## src/rtl/mac_lane_array.sv

```systemverilog
// mac_lane_array: LANES signed multiplies, registered adder tree, saturating packet accumulator
module mac_lane_array #(
  parameter int W_WIDTH   = 8,
  parameter int X_WIDTH   = 8,
  parameter int LANES     = 4,
  parameter int ACC_WIDTH = 32
) (
  input  logic                         clk,
  input  logic                         rstn,
  input  logic                         in_valid,
  input  logic                         in_first,
  input  logic                         in_last,
  input  logic                         x_unsigned,
  input  logic [LANES*W_WIDTH-1:0]     w,
  input  logic [LANES*X_WIDTH-1:0]     x,
  output logic                         out_valid,
  output logic signed [ACC_WIDTH-1:0]  out_data,
  output logic                         out_ovf
);
  localparam int PW = W_WIDTH + X_WIDTH + 1;
  localparam int SW = PW + $clog2(LANES);
  logic signed [PW-1:0]        prod_d [LANES];
  logic signed [PW-1:0]        prod_q [LANES];
  logic signed [SW-1:0]        sum_d, sum_q;
  logic signed [ACC_WIDTH:0]   add_d;
  logic signed [ACC_WIDTH-1:0] acc_d, acc_q;
  logic                        sat_d, ovf_d, ovf_q;
  logic                        started_q;
  logic                        v1_q, f1_q, l1_q, v2_q, f2_q, l2_q, v3_q, l3_q;
  // per-lane products at full width; x msb only extends when the beat is signed
  always_comb begin
    for (int i = 0; i < LANES; i++)
      prod_d[i] = $signed({{(PW-W_WIDTH){w[i*W_WIDTH+W_WIDTH-1]}}, w[i*W_WIDTH +: W_WIDTH]})
                * $signed({{(PW-X_WIDTH){x[i*X_WIDTH+X_WIDTH-1] & ~x_unsigned}}, x[i*X_WIDTH +: X_WIDTH]});
  end
  // lane sum grown by clog2(LANES) bits so it can never wrap
  always_comb begin
    sum_d = '0;
    for (int i = 0; i < LANES; i++)
      sum_d = sum_d + SW'(prod_q[i]);
  end
  // one extra bit on the add exposes overflow; clamp toward the sign of the true result
  always_comb begin
    add_d = (ACC_WIDTH+1)'(acc_q) + (ACC_WIDTH+1)'(sum_q);
    sat_d = add_d[ACC_WIDTH] != add_d[ACC_WIDTH-1];
    acc_d = f2_q ? ACC_WIDTH'(sum_q)
          : sat_d ? {add_d[ACC_WIDTH], {(ACC_WIDTH-1){~add_d[ACC_WIDTH]}}}
          : add_d[ACC_WIDTH-1:0];
    ovf_d = f2_q ? 1'b0 : ovf_q | sat_d;
  end
  // S1: register products and flags; the first beat after reset always starts a packet
  always_ff @(posedge clk or negedge rstn) begin
    if (!rstn) begin
      for (int i = 0; i < LANES; i++) prod_q[i] <= '0;
      v1_q      <= 1'b0;
      f1_q      <= 1'b0;
      l1_q      <= 1'b0;
      started_q <= 1'b0;
    end else begin
      if (in_valid) begin
        for (int i = 0; i < LANES; i++) prod_q[i] <= prod_d[i];
        f1_q      <= in_first | ~started_q;
        l1_q      <= in_last;
        started_q <= 1'b1;
      end
      v1_q <= in_valid;
    end
  end
  // S2: register the lane sum and forward flags
  always_ff @(posedge clk or negedge rstn) begin
    if (!rstn) begin
      sum_q <= '0;
      v2_q  <= 1'b0;
      f2_q  <= 1'b0;
      l2_q  <= 1'b0;
    end else begin
      if (v1_q) begin
        sum_q <= sum_d;
        f2_q  <= f1_q;
        l2_q  <= l1_q;
      end
      v2_q <= v1_q;
    end
  end
  // S3: accumulate valid beats only, so bubbles leave the running sum untouched
  always_ff @(posedge clk or negedge rstn) begin
    if (!rstn) begin
      acc_q <= '0;
      ovf_q <= 1'b0;
      v3_q  <= 1'b0;
      l3_q  <= 1'b0;
    end else begin
      if (v2_q) begin
        acc_q <= acc_d;
        ovf_q <= ovf_d;
        l3_q  <= l2_q;
      end
      v3_q <= v2_q;
    end
  end
  // output: pulse on the last beat of a packet, data and ovf held between results
  always_ff @(posedge clk or negedge rstn) begin
    if (!rstn) begin
      out_valid <= 1'b0;
      out_data  <= '0;
      out_ovf   <= 1'b0;
    end else begin
      out_valid <= v3_q & l3_q;
      if (v3_q & l3_q) begin
        out_data <= acc_q;
        out_ovf  <= ovf_q;
      end
    end
  end
endmodule

```

## config.mk

```make
export PLATFORM = sky130hd
export DESIGN_NAME = mac_lane_array
export DESIGN_NICKNAME = d
export VERILOG_FILES = /design/src/rtl/mac_lane_array.sv
export SDC_FILE = /design/constraint.sdc
export NUM_CORES = 1
export LEC_CHECK = 0
export BUFFER_PORTS_ARGS = -buffer_cell sky130_fd_sc_hd__buf_2
export CAP_MARGIN = 40
export CORE_MARGIN = 10
export CORE_UTILIZATION = 40
export CTS_CLUSTER_SIZE = 14
export DETAILED_ROUTE_END_ITERATION = 10
export GPL_TIMING_DRIVEN = 1
export SYNTH_ARGS = -nofsm -noshare
export SYNTH_HDL_FRONTEND = slang
export SYNTH_SLANG_ARGS = --single-unit
```

## constraint.sdc

```tcl
create_clock -name clk -period 4.5 [get_ports clk]
set_clock_uncertainty 0.05 [all_clocks]
set_input_delay 0.675 -clock clk [delete_from_list [all_inputs] [get_ports clk]]
set_output_delay 0.675 -clock clk [all_outputs]
set_load 0.05 [all_outputs]
```

== Yosys cells after proc, flatten, opt, wreduce, memory -nomap -nowiden ==
Index checks and enable logic that the tools add are counted.

* $add $sub $neg: 4
* Multiply operators: 4
* Divide/modulo/power cells: 0
* Magnitude comparators: 0
* Eq/ne operators: 1
* Shifts and indexed selects: 0
* Multiplexer cells: 3
* Bitwise gates (word level): 10
* Reductions and logical operators: 0

{| class="wikitable"
|+ Operator list
! kind !! number
|-
| 8-bit by 9-bit multiplier with 17-bit output || 4
|-
| 32-bit two-way mux || 2
|-
| 32-bit by 19-bit adder with 33-bit output || 1
|-
| 18-bit by 17-bit adder with 19-bit output || 1
|-
| 19-bit by 17-bit adder with 19-bit output || 1
|-
| 17-bit by 17-bit adder with 18-bit output || 1
|-
| 1-bit AND || 5
|-
| 1-bit NOT || 3
|-
| 1-bit OR || 2
|-
| 1-bit two-way mux || 1
|-
| 1-bit inequality test || 1
|}

* Register bits after elaboration: 163
* Bits in latches: 0
* Memory bits (writable): 0
* Bits in read-only memories: 0
* Input port bits: 70
* Output and inout bits: 34
* Logic and storage cells: 41
* Memories kept: 0

== Logic depth before layout (Yosys ltp) ==
* Word-level depth: 4
* Mapped depth: 22
* Gate-level depth less buffers: 21

== Least setup slack after synthesis ==
OpenSTA, ideal clock, no wires.

* Path kind: in2reg
* Start: input port x[23]
* End: register prod_q[32] (netlist bit)
* Setup time: 0.125 ns
* Data arrival time: 4.679 ns
* Required time: 4.325 ns
* Path slack: -0.354 ns
* Stages: 16
* Path buffers: 1
* Cell sequence: clkbuf_1 nor2b_1 and2_1 fa_1 inv_1 fa_1 fa_1 fa_1 inv_1 ha_1 and3_1 a21oi_1 nand3_1 o311a_1 xor2_1 mux2_2

* Cells in the longest elaborated chain, start to end: 2

{| class="wikitable"
|+ RTL lines
! what !! RTL line !! RTL
|-
| start: declaration || 15 || <nowiki>input logic [LANES*X_WIDTH-1:0] x,</nowiki>
|-
| 1-bit AND || 34 || <nowiki>* $signed({{(PW-X_WIDTH){x[i*X_WIDTH+X_WIDTH-1] & ~x_unsigned}}, x[i*X_WIDTH +: X_WIDTH]});</nowiki>
|-
| 8-bit by 9-bit multiplier with 17-bit output * || 34 ||
|-
| end: declaration || 23 || <nowiki>logic signed [PW-1:0] prod_q [LANES];</nowiki>
|}

Every way passes the cells marked *; elsewhere a longest branch is shown, timed or not.
A chain may end at the register's enable or synchronous reset.

== Final worst setup path ==
* Start: input port x[15]
* End: register prod_q[50] (netlist bit)

Same word-level chain as after synthesis.

==> impl_metrics.csv <==
group,metric,value,unit
logic_synthesis,synth_warnings,0,
global_routing,grtUsageTotal,15.74,%
place,gp_congestion,0.8673,
clock_network,cts_hold_repair.buffers,0,
global_routing,grt_remaining_overflow,0,
global_routing,grt_pass1_wl,79050,um
setup_path,path_max_fanout,6,
route,drt-total-wl,46130,um
place,numPortBuffers,103,
route,wl_per_cell,15.03,um
sta,rsz0062_at_grt,"yes",
clock_network,h-tree-depth,4,
sta,maxSlewViolCount,0,
setup_path,slowest_delay,0.53,ns
place,placed_area,23310,um^2
pwr,power_density,827.6,nW/um^2
logic_synthesis,netlist_area,20390,um^2
setup_path,worstPathArrival,4.64,ns
logic_synthesis,synth-seq-area-share,20.00,%
route,detail-route-antenna-nets,0,
sta,fmax,228.9,MHz
setup_path,worstSetupPathType,"primary input to flop",
clock_network,cts-root-buf,"clkbuf_16",
setup_path,reg2reg_to,"sum_q[17]",
pwr,peakVddDrop,645.6,uV
clock_network,worstSkewPairLatency,0.43,ns
final_layout,final_area,24250,um^2
floorplanning,start_util,40.56,%
route,drc,0,
clock_network,cts_buffer_depth,2,
place,dp_hpwl,39040,um
floorplanning,die-area,60410,um^2
sta,worst_pin_slew,0.8564,ns
logic_synthesis,synth-edff-count,0,
final_layout,nets,2908,
logic_synthesis,ys_seq_elements,163,
route,vias,15050,
logic_synthesis,synth_cell_types,71,
floorplanning,pin_count,104,
logic_synthesis,syn_inst,2100,
final_layout,n_antenna_cell,0,
setup_path,ff2ff_path_depth,14,
route,vias_per_cell,4.905,
pwr,p_leak,11.72,nW
setup_path,crit_top_cell,"fa_1",
setup_path,endpoint_kind,"flop",
logic_synthesis,synth_nets,2624,
clock_network,clock-sinks,163,
sta,finalHoldViolCount,0,
sta,finalSetupViolCount,0,
floorplanning,fp-row-count,82,
sta,period_share,97.08,%
final_layout,mostFrequentLayoutCells,"inv_1, fa_1, buf_4, dfrtp_1, and2_1",
route,drtPass1Iterations,5,
sta,min_period,4.369,ns
run,max_cap_viol_count,0,
global_routing,grt_pass1_vias,15932,
setup_path,required,4.77,ns
run_status,outcome,"completed",
sta,hold_ws,0.08936,ns
global_routing,grt_max_degree,58,
setup_path,cp_top_family,"adder cells",
floorplanning,fp.dieH,245.8,um
route,dr.first_iter.drc_count,709,
floorplanning,fp.dieW,245.8,um
clock_network,cts_made_buffers,17,
setup_path,path_buf_inv,4,
setup_path,ff2ff_setup_slack,0.54,ns
logic_synthesis,async_reset_ff_share,100.0,%
logic_synthesis,syn_avg_cell_area,9.711,um^2
setup_path,critPathLaunchType,"primary input",
logic_synthesis,ys.flop_type,"dfrtp_1",
final_layout,syn2layout_area_growth,18.92,%
global_routing,antenna_found_initial,1,
floorplanning,coreArea,50270,um^2
setup_path,regToRegStartpoint,"prod_q[1]",
sta,maxSlewHeadroom,42.91,%
setup_path,cp_cell_sequence,"buf_2, nor2b_4, buf_4, and2_1, fa_1, inv_1, fa_1, fa_1, fa_1, inv_1, ha_1, or2_2, a21oi_1, a21oi_1, xnor2_1, mux2_2",
clock_network,clkSlewWorstSetupHoldPaths,0.07,ns
setup_path,cp_slowest_cell,"fa_1",
min_path,hp-class,"primary input to async pin",
final_layout,final_common_cell,"inv_1",
clock_network,tritoncts,"done",
final_layout,drive_gt1_share,23.91,%
-- synth_stat cells (all sizes together), types with 18 or more instances --
library cell    n  area [um^2]
inv           391         1468
fa            280         5605
ha            174         2177
and2          167         1047
dfrtp         163         4079
nand2         155        581.8
a21oi         105        574.3
mux2          103         1160
xnor2          88        770.7
nor2           86        322.8
o21ai          58        294.0
clkbuf         34        127.6
a21o           32        247.7
nand3          25        125.1
nor2b          20        125.1
xor2           20        175.2
nand3b         18        135.1
-- logic make-up after synthesis --
group,Yosys count,synth area share [%]
and+or+nand+nor,539,13.51
AOI/OAI and AO/OA,282,9.296
muxes,111,6.081
buffers and inverters,442,8.259
DFF,163,20.00
xor gates and xnor gates,108,4.639
adders and majority gates,455,38.21
-- state kept, by name, indices dropped and copies added (netlist names) --
signal,flops
prod_q,68
acc_q,32
out_data,32
sum_q,19
f1_q,1
f2_q,1
l1_q,1
l2_q,1
l3_q,1
out_ovf,1
out_valid,1
ovf_q,1
started_q,1
v1_q,1
v2_q,1
v3_q,1
-- layer usage --
layer / share of wire [%] / GRT usage [%] / vias up
li1: - / - / 7267
met1: 44 / 20.37 / 7514
met2: 51 / 27.88 / 234
met3: 3.0 / 1.901 / 33
met4: 1.2 / 2.886 / 2
met5: 0.043 / 0 / -
-- repair_timing --
item | CTS | global route
hold endpoints to repair | 0 | 0
setup buffers | 0 | 6
pin swaps | 0 | 47
setup endpoints to repair | 5 | 18
resized for setup | 3 | 72
-- how the worst max path moves through the flow --
stage                    start  slack, ns  cells after the start    endpoint
global route             w[18]      -0.05                     19  prod_q[31]
CTS                       x[4]       0.04                     20  prod_q[67]
floorplan                x[23]      -0.02                     16  prod_q[32]
finish                   x[15]       0.13                     16  prod_q[50]
global placement    x_unsigned      -0.46                     14  prod_q[67]
detailed placement  x_unsigned      -0.54                     14  prod_q[67]
-- worst register-to-register path, stage by stage, from the launching register on --
cell,delay [ns]
dfrtp_1,0.46
fa_1,0.52
fa_1,0.50
ha_1,0.21
inv_1,0.08
fa_1,0.46
nor2b_1,0.14
o21a_1,0.14
o21ai_0,0.10
a21oi_1,0.23
o2111ai_1,0.20
a21oi_1,0.23
o31ai_1,0.12
a21o_1,0.19
a31o_2,0.22
-- through the flow --
| stage | utilization [%] | power, mW | TNS (ns) | setup WS, ns | std cells |
|---|---|---|---|---|---|
| 5_1_grt | 48.24 | 22.26 | -0.07622 | -0.05178 | 3068 |
| 4_1_cts | 47.59 | 19.82 | 0 | 0.04310 | 3062 |
| 2_1_floorplan | - | 14.28 | -0.02105 | -0.02105 | 2100 |
| 6_report | 48.24 | 20.07 | 0 | 0.1313 | 3068 |
| 3_5_place_dp | 46.37 | 18.19 | -9.459 | -0.5358 | 3031 |
| 3_3_place_gp | 46.28 | 17.88 | -7.459 | -0.4640 | 3029 |
-- report_power, final --
group	internal, mW	switching (mW)	leakage, nW
sequential	2.22	0.630	1.87
clock	0.893	0.603	0.282
combinational	7.41	8.32	9.56
-- final cells by class --
class | count | area [um^2]
tap | 672 | 840.8
timing repair buffer | 312 | 2161
inverter | 395 | 1488
fill | 4712 | 26020
sequential | 163 | 4079
multi-input combinational | 1495 | 15080
clock buffer | 21 | 450.4
clock inverter | 10 | 150.1
Power figures use the tool's default switching activity.
